==> src/rtl/cpu_sequencer.sv <==
// Multicycle fetch/decode/execute/writeback sequencer for the 8-bit CPU.
// Drives the 4x8 register file ports and supports free-run and single-step operation.
module cpu_sequencer #(
    parameter int PC_W   = 8,
    parameter int DATA_W = 8
) (
    input  logic              clk,
    input  logic              reset,
    input  logic              run_i,
    input  logic              step_i,
    output logic [PC_W-1:0]   imem_addr_o,
    input  logic [7:0]        imem_data_i,
    output logic [1:0]        rf_rs_o,
    output logic [1:0]        rf_rt_o,
    output logic [1:0]        rf_rd_o,
    output logic              rf_we_o,
    output logic [DATA_W-1:0] rf_wdata_o,
    input  logic [DATA_W-1:0] rf_rdata1_i,
    input  logic [DATA_W-1:0] rf_rdata2_i,
    output logic [PC_W-1:0]   pc_o,
    output logic [7:0]        ir_o,
    output logic              busy_o,
    output logic              instr_done_o,
    output logic              halted_o
);

    typedef enum logic [2:0] {
        S_IDLE,
        S_FETCH,
        S_DECODE,
        S_EXEC,
        S_WB,
        S_HALT
    } state_t;

    localparam logic [1:0] OP_ADD  = 2'b00;
    localparam logic [1:0] OP_SUB  = 2'b01;
    localparam logic [1:0] OP_ADDI = 2'b10;
    localparam logic [1:0] OP_JMP  = 2'b11;

    state_t              state_q;
    logic [PC_W-1:0]     pc_q;
    logic [7:0]          ir_q;
    logic                busy_q;
    logic                instr_done_q;
    logic                halted_q;
    logic                rf_we_q;
    logic [1:0]          rf_rd_q;
    logic [DATA_W-1:0]   rf_wdata_q;

    logic [1:0]          op;
    logic [DATA_W-1:0]   imm_ext;
    logic [PC_W-1:0]     jmp_off;
    logic [PC_W-1:0]     jmp_tgt;
    logic                is_halt;
    logic [DATA_W-1:0]   alu_res;

    assign op      = ir_q[7:6];
    assign imm_ext = {{(DATA_W-2){ir_q[1]}}, ir_q[1:0]};
    assign jmp_off = {{(PC_W-6){ir_q[5]}}, ir_q[5:0]};
    assign jmp_tgt = pc_q + jmp_off;
    // A jump to itself can never make progress, so it is the program's halt marker.
    assign is_halt = (op == OP_JMP) && (ir_q[5:0] == 6'd0);

    always_comb begin
        alu_res = '0;
        case (op)
            OP_ADD:  alu_res = rf_rdata1_i + rf_rdata2_i;
            OP_SUB:  alu_res = rf_rdata1_i - rf_rdata2_i;
            OP_ADDI: alu_res = rf_rdata1_i + imm_ext;
            default: alu_res = '0;
        endcase
    end

    // Async reset also clears rf_we_q, aborting any write in progress.
    always_ff @(posedge clk or posedge reset) begin
        if (reset) begin
            state_q      <= S_IDLE;
            pc_q         <= '0;
            ir_q         <= '0;
            busy_q       <= 1'b0;
            instr_done_q <= 1'b0;
            halted_q     <= 1'b0;
            rf_we_q      <= 1'b0;
            rf_rd_q      <= '0;
            rf_wdata_q   <= '0;
        end else begin
            case (state_q)
                S_IDLE: begin
                    if (run_i || step_i) begin
                        state_q <= S_FETCH;
                        busy_q  <= 1'b1;
                    end
                end
                S_FETCH: state_q <= S_DECODE;
                S_DECODE: begin
                    ir_q    <= imem_data_i;
                    state_q <= S_EXEC;
                end
                S_EXEC: begin
                    state_q      <= S_WB;
                    instr_done_q <= 1'b1;
                    if (op != OP_JMP) begin
                        rf_we_q    <= 1'b1;
                        rf_rd_q    <= (op == OP_ADDI) ? ir_q[3:2] : ir_q[1:0];
                        rf_wdata_q <= alu_res;
                    end
                end
                S_WB: begin
                    instr_done_q <= 1'b0;
                    rf_we_q      <= 1'b0;
                    rf_rd_q      <= '0;
                    rf_wdata_q   <= '0;
                    pc_q         <= (op == OP_JMP) ? jmp_tgt : pc_q + PC_W'(1);
                    if (is_halt) begin
                        state_q  <= S_HALT;
                        busy_q   <= 1'b0;
                        halted_q <= 1'b1;
                    end else if (run_i) begin
                        state_q <= S_FETCH;
                    end else begin
                        state_q <= S_IDLE;
                        busy_q  <= 1'b0;
                    end
                end
                S_HALT: state_q <= S_HALT;
                default: begin
                    state_q <= S_IDLE;
                    busy_q  <= 1'b0;
                end
            endcase
        end
    end

    assign imem_addr_o  = pc_q;
    assign pc_o         = pc_q;
    assign ir_o         = ir_q;
    assign rf_rs_o      = ir_q[5:4];
    assign rf_rt_o      = ir_q[3:2];
    assign rf_rd_o      = rf_rd_q;
    assign rf_we_o      = rf_we_q;
    assign rf_wdata_o   = rf_wdata_q;
    assign busy_o       = busy_q;
    assign instr_done_o = instr_done_q;
    assign halted_o     = halted_q;

endmodule

==> config.mk <==
export PLATFORM = sky130hd
export DESIGN_NAME = cpu_sequencer
export DESIGN_NICKNAME = d
export VERILOG_FILES = /design/src/rtl/cpu_sequencer.sv
export SDC_FILE = /design/constraint.sdc
export NUM_CORES = 1
export LEC_CHECK = 0
export CAP_MARGIN = 10
export CORE_MARGIN = 3
export CORE_UTILIZATION = 40
export CTS_BUF_LIST = sky130_fd_sc_hd__clkbuf_4 sky130_fd_sc_hd__clkbuf_8
export DETAILED_ROUTE_END_ITERATION = 8
export PLACE_DENSITY = 0.68
export SLEW_MARGIN = 30
export SYNTH_ARGS = -nofsm -noshare
export SYNTH_HDL_FRONTEND = slang
export SYNTH_SLANG_ARGS = --single-unit
==> constraint.sdc <==
create_clock -name clk -period 2.6 [get_ports clk]
set_input_delay 0.39 -clock clk [delete_from_list [all_inputs] [get_ports clk]]
set_output_delay 0.39 -clock clk [all_outputs]
set_load 0.03 [all_outputs]
# After elaboration in Yosys (flattened, before gate mapping)
# Index checks and enable logic that the tools add are counted.
# word_totals
output_inout_bits,42
ff_bits,33
wordCells,55
in_bits,28
# classes
n_addsub,5
eq_ne,12
reduce_logical,10
bitwise_logic,1
n_mux,18
# ops
operator,n
8-bit adder,3
8-bit one-hot mux with 3 select lines,1
3-bit one-hot mux with 6 select lines,1
8-bit 2-to-1 mux,2
8-bit one-hot mux with 2 select lines,1
"8-bit by 1-bit adder with 8-bit output, second input constant",1
8-bit subtractor,1
"3-bit by 2-bit equality test with 1-bit output, second input constant",2
"3-bit equality test, second input constant",2
6-bit logical NOT,1
3-bit 2-to-1 mux,2
"2-bit inequality test, second input constant",3
1-bit 2-to-1 mux,5
"2-bit equality test, second input constant",2
2-bit 2-to-1 mux,2
1-bit one-hot mux with 2 select lines,2
2-bit one-hot mux with 2 select lines,1
2-bit AND reduction,2
4-bit OR reduction,1
"3-bit by 1-bit equality test with 1-bit output, second input constant",1
3-bit logical NOT,1
"3-bit inequality test, second input constant",1
1-bit one-hot mux with 3 select lines,1
3-bit AND reduction,1
6 further kinds,6

# Depth between registers and ports, before layout
# logic_depth
word_depth,4
ltp_mapped,14
ltp_nobuf,12

# Least setup slack after synthesis
# OpenSTA, ideal clock, no wires.
# synth_timing
kind,register -> register
startpoint,"register ir_q[6], in the netlist ir_o[6]"
endpoint,"register rf_wdata_q[6], in the netlist rf_wdata_o[6]"
slack_ns,-0.443
path_buffers,2
t_arrival_ns,2.911
synth_period_minus_slack_ns,3.043
path_stages_with_launch,15
setup_ns,0.131
required_time_ns,2.469
path_cell_list,dfrtp_1 > inv_1 > ha_1 > clkbuf_1 > clkbuf_1 > o21ai_0 > o21ai_0 > ha_1 > inv_1 > fa_1 > nor2b_1 > o21ai_0 > a21boi_0 > or4_1 > nand3_1
# synth_via
elab_chain_cells,4
word_cells_on_any_way,9
cone_classes,4 x eq/ne; 3 x mux; 2 x reduce/logical
# synth_rtl
item,line,text
start: declaration,43,logic [7:0] ir_q;
start signal: assignment,97,ir_q <= imem_data_i;
"2-bit equality test, or another cell as far along",67,case (op)
8-bit one-hot mux with 3 select lines,67,
8-bit 2-to-1 mux,103,if (op != OP_JMP) begin
8-bit one-hot mux with 2 select lines,88,case (state_q)
end signal: assignment,106,rf_wdata_q <= alu_res;
end: declaration,49,logic [DATA_W-1:0] rf_wdata_q;
# Parallel ways exist; a longest one is shown, timed or not. The select of a mux whose other input is x is not followed.
# A chain may end at the register's enable or synchronous reset.

# Worst setup path after layout
# layout_timing
startpoint,input port rf_rdata2_i[2]
endpoint,"register rf_wdata_q[7], in the netlist rf_wdata_o[7]"
# layout_via
elab_chain_cells,4
word_cells_on_any_way,5
cone_classes,2 x add/sub; 3 x mux
# layout_rtl
item,line,text
start: declaration,19,"input logic [DATA_W-1:0] rf_rdata2_i,"
8-bit subtractor or 8-bit adder (tied branches),"69, 68",
8-bit one-hot mux with 3 select lines *,67,
8-bit 2-to-1 mux *,103,
8-bit one-hot mux with 2 select lines *,88,
# Every way passes the cells marked *; elsewhere a longest branch is shown, timed or not. The select of a mux whose other input is x is not followed.

==> summary.txt <==
Run
  – Number of max-cap violations: 0

Detailed routing
  – Count of antenna-violating nets left after detailed routing: 0
  – Total number of vias: 2243
  – Number of search-and-repair iterations in the first detailed-routing pass: 4
  – Number of design-rule violations left by the first detailed-router iteration: 69
  – Routed length per placed instance: roughly 14 um
  – Final wirelength: a little over 6 mm
  – Number of remaining DRC errors: 0
  – Ratio of routed vias to standard cells: around 5.2

Die
  – Area of the placeable core: around 0.0057 mm2
  – Chip width: between 80 and 90 um
  – I/O pin count: 70
  – Number of cell rows: 27
  – Effective utilization at floorplan: 42.92%
  – Vertical die dimension: 84.50 um
  – Die footprint: 0.007140 mm2

Place
  – Worst-case setup slack after placement: -0.2527 ns
  – Routability-driven placement congestion ratio: 0.8169
  – Estimated wirelength of the detail-placed design: approximately 4.7 mm
  – Port-buffer cells: 69

Synth
  – Summed instance area of the synthesized netlist: 0.002465 mm2
  – FFs w/ async S/R, synth: 100.0%
  – Synthesized area divided by synthesized cell count: 8.741 um2
  – Post-synthesis register bit count: 33
  – Part of the Yosys area used for sequential elements: approximately a third
  – Prevailing post-synth register cell: sky130_fd_sc_hd__dfrtp_1
  – Top cells by area, synth: sky130_fd_sc_hd__dfrtp_1 (34%), sky130_fd_sc_hd__ha_1 (9.6%), sky130_fd_sc_hd__o21ai_0 (5.9%)
  – Count of flip-flops with a built-in enable after synthesis: 0
  – Share of the synthesized area in the top cell type: between 30 and 40%
  – Number of cells produced by synthesis: around 280
  – Post-synthesis net count: ~330
  – Count of cell types in the netlist: 52
  – Count of synthesis-stage warnings from yosys: 0
  – Largest area contributor in the synthesized netlist: sky130_fd_sc_hd__dfrtp_1

Worst setup path
  – Crit-path slowest cell: sky130_fd_sc_hd__or4_1
  – Start of the worst register-to-register path: ir_o[6]
  – Worst Setup Start Kind: primary input
  – Required @ worst endpoint: roughly 2.8 ns
  – Arrival time worst endpoint: around 2.7 ns
  – CP Launch Point: rf_rdata2_i[2]
  – Element type at the critical path end: flop
  – Cells traversed along the worst timing path: clkdlybuf4s50_1, or3_1, a31oi_1, o22ai_1, ha_1, or4_1, o22ai_2, xnor2_2, o21ai_1
  – Crit path max fanout: 4
  – Crit Path Category: in -> reg
  – Largest stage delay on the critical path: 0.54 ns

Timing
  – Final setup violation count: 0
  – Final sum of negative setup slack: 0 ns
  – Worst slew pin tran: between 0.5 and 0.6 ns
  – Setup clock skew after layout: 0.009224 ns
  – Worst slew margin relative to its limit: between 60% and 70%
  – RSZ-0062 raised after global routing: true
  – Final critical-path setup slack: between 0.1 and 0.15 ns
  – Final count of hold timing violations: 0
  – Max-slew violation count: 0
  – Worst hold-check slack: roughly 0.47 ns
  – Part of the cycle the worst path needs: a little over nine tenths
  – Maximum clock frequency: roughly 400 MHz
  – Min Clock Period, post-route: approximately 2.5 ns

Power and ir drop
  – Worst IR Drop VDD: slightly below 0.0008 V
  – Power density normalized to cell area: 1406 mW/mm2
  – Reported leakage power: 1.526 nW

CTS
  – Clock tree buffer depth: 2
  – Number of levels the H-tree was split into: 2
  – Clock insertion delay at the later pin of the skew report: approximately 0.28 ns
  – Clock Root Buffer: sky130_fd_sc_hd__clkbuf_8
  – Clock transition at the register clock pins on the worst setup and hold paths after CTS: 0.07 ns
  – CTS tree: yes
  – Sink Count: 33
  – Hold Buf Count CTS: 0
  – Cts bufs inserted: 5

Global routing
  – Total track usage: between 15 and 20%
  – Vias in the first global route: 2125
  – Global route total overflow: 0
  – Global-route wire length before repair: about 10 mm
  – Initial antenna violation count: 0
  – Pin count of the biggest net entering global routing: 34

Hold path
  – Start point of the worst hold path: halted_o
  – Worst min-delay path class: reg -> reg

Final layout
  – Ant. Diodes: 0
  – NumNets Final: about 400
  – Area growth from synthesis to final layout: 40.20%
  – Fraction of final layout cells with drive strength greater than 1: about 17%

Outcome
  – Status: complete, no violations
==> state kept, by name, summed over array words and instances (netlist names) <==
register,count
instr_done_o,1
state_q,3
rf_rd_o,2
rf_wdata_o,8
ir_o,8
imem_addr_o,8
busy_o,1
rf_we_o,1
halted_o,1
==> worst paths after layout <==
kind	to	slack, ns	cells after the start
worst max-delay path	rf_wdata_o[7]	0.10	9
worst min-delay path	halted_o	0.47	1
worst max register to register	rf_wdata_o[7]	0.18	10
worst min register to register	halted_o	0.47	1
max in group asynchronous	ir_o[6]	1.76	3
min in group asynchronous	rf_wdata_o[2]	0.51	3
==> cells in the mapped netlist (2+ instances only) <==
library cell / number
sky130_fd_sc_hd__or4_1: 5
sky130_fd_sc_hd__nand2_1: 28
sky130_fd_sc_hd__inv_1: 23
sky130_fd_sc_hd__o31ai_1: 4
sky130_fd_sc_hd__nor3b_1: 3
sky130_fd_sc_hd__a21oi_1: 10
sky130_fd_sc_hd__xor2_1: 6
sky130_fd_sc_hd__mux2i_1: 2
sky130_fd_sc_hd__and2_1: 4
sky130_fd_sc_hd__fa_1: 2
sky130_fd_sc_hd__a211oi_1: 6
sky130_fd_sc_hd__nor2b_1: 5
sky130_fd_sc_hd__o22ai_1: 5
sky130_fd_sc_hd__ha_1: 19
sky130_fd_sc_hd__a21o_1: 3
sky130_fd_sc_hd__mux2_2: 7
sky130_fd_sc_hd__a21boi_0: 2
sky130_fd_sc_hd__a31oi_1: 7
sky130_fd_sc_hd__dfrtp_1: 33
sky130_fd_sc_hd__nor3_1: 6
sky130_fd_sc_hd__nor2_1: 14
sky130_fd_sc_hd__clkbuf_1: 8
sky130_fd_sc_hd__buf_2: 3
sky130_fd_sc_hd__xnor2_1: 2
sky130_fd_sc_hd__buf_4: 13
sky130_fd_sc_hd__nand3_1: 5
sky130_fd_sc_hd__and3b_1: 2
sky130_fd_sc_hd__nand2b_1: 3
sky130_fd_sc_hd__o21ai_0: 29
==> layout by cell type (no fill, tap or decap), types with 2 or more instances in the layout <==
| master | instances |
|---|---|
| sky130_fd_sc_hd__a31oi_1 | 7 |
| sky130_fd_sc_hd__ha_1 | 14 |
| sky130_fd_sc_hd__a21oi_1 | 10 |
| sky130_fd_sc_hd__and3b_1 | 2 |
| sky130_fd_sc_hd__nand2_1 | 28 |
| sky130_fd_sc_hd__o21ai_1 | 5 |
| sky130_fd_sc_hd__a21o_1 | 3 |
| sky130_fd_sc_hd__ha_2 | 3 |
| sky130_fd_sc_hd__and2_1 | 5 |
| sky130_fd_sc_hd__nor3_2 | 2 |
| sky130_fd_sc_hd__o22ai_1 | 4 |
| sky130_fd_sc_hd__nand2b_1 | 3 |
| sky130_fd_sc_hd__dfrtp_1 | 31 |
| sky130_fd_sc_hd__clkdlybuf4s50_1 | 67 |
| sky130_fd_sc_hd__o21ai_0 | 25 |
| sky130_fd_sc_hd__clkbuf_8 | 6 |
| sky130_fd_sc_hd__buf_4 | 22 |
| sky130_fd_sc_hd__nor2b_1 | 5 |
| sky130_fd_sc_hd__o31ai_1 | 4 |
| sky130_fd_sc_hd__xor2_1 | 6 |
| sky130_fd_sc_hd__nor2_1 | 14 |
| sky130_fd_sc_hd__inv_1 | 20 |
| sky130_fd_sc_hd__a211oi_1 | 5 |
| sky130_fd_sc_hd__mux2i_1 | 2 |
| sky130_fd_sc_hd__ha_4 | 2 |
| sky130_fd_sc_hd__clkbuf_4 | 2 |
| sky130_fd_sc_hd__or4_1 | 5 |
| sky130_fd_sc_hd__a21boi_1 | 2 |
| sky130_fd_sc_hd__mux2_2 | 7 |
| sky130_fd_sc_hd__dfrtp_2 | 2 |
| sky130_fd_sc_hd__nor3_1 | 4 |
| sky130_fd_sc_hd__inv_2 | 3 |
| sky130_fd_sc_hd__nand3_1 | 5 |
| sky130_fd_sc_hd__nor3b_1 | 3 |
| sky130_fd_sc_hd__dlymetal6s2s_1 | 2 |
==> kinds of logic after synthesis <==
| group | count (synthesis) | share of synthesized area, % |
|---|---|---|
| compound gates | 78 | 19.80 |
| xor+xnor | 8 | 2.843 |
| fa+ha+maj | 21 | 11.27 |
| buf+inv | 48 | 9.746 |
| flops | 33 | 33.50 |
| mux | 9 | 4.010 |
| simple gates | 85 | 18.83 |
==> power breakdown <==
| part | internal [W] | switching [W] | total, W | leakage (nW) |
|---|---|---|---|---|
| Sequential | 0.000754 | 0.000268 | 0.00102 | 0.406 |
| Clock | 0.000323 | 0.000182 | 0.000505 | 0.0619 |
| Combinational | 0.00153 | 0.00180 | 0.00333 | 1.06 |
| Total | 0.00261 | 0.00225 | 0.00486 | 1.53 |
==> layer usage <==
metal / vias up / part of all wire [%] / track usage (%)
li1: 1131 / - / -
met1: 1042 / 48 / 23.94
met2: 66 / 47 / 26.76
met3: 4 / 4.3 / 3.042
met4: 0 / 0.78 / 4.604
met5: - / 0 / 0
==> timing repair <==
item / in CTS / in global routing
buffers inserted: 0 / 4
resized for setup: 0 / 17
setup endpoints to repair: 0 / 7
==> worst max-delay path: cells and delay by family <==
| kind | cells | cell delay, ns |
|---|---|---|
| adder cells (fa/ha/maj) | 1 | 0.21 |
| XOR/XNOR | 1 | 0.14 |
| buffers and inverters | 1 | 0.47 |
| AO/OA/AOI/OAI | 4 | 0.53 |
| AND/OR/NAND/NOR | 2 | 0.90 |
==> final cells by class <==
| type | count | area (um2) |
|---|---|---|
| fillers | 532 | 2287 |
| multi-input cells | 201 | 1463 |
| repair buffers | 92 | 868.3 |
| flip-flops and latches | 33 | 828.3 |
| clock buffers | 7 | 90.09 |
| well taps | 72 | 90.09 |
| inverters | 23 | 86.33 |
| clock inverters | 1 | 30.03 |
==> metrics by stage <==
step | std cells | util, % | power (W) | instance area, um2
final | 429 | 60.17 | 0.004860 | 3456
after global routing | 429 | 60.17 | 0.005249 | 3456
after CTS | 425 | 58.76 | 0.004754 | 3374
after detailed placement | 417 | 56.67 | 0.004230 | 3254
after global placement | 417 | 56.67 | 0.004164 | 3254
after floorplan | 282 | - | 0.003240 | 2506
(Power assumes the default switching activity.)
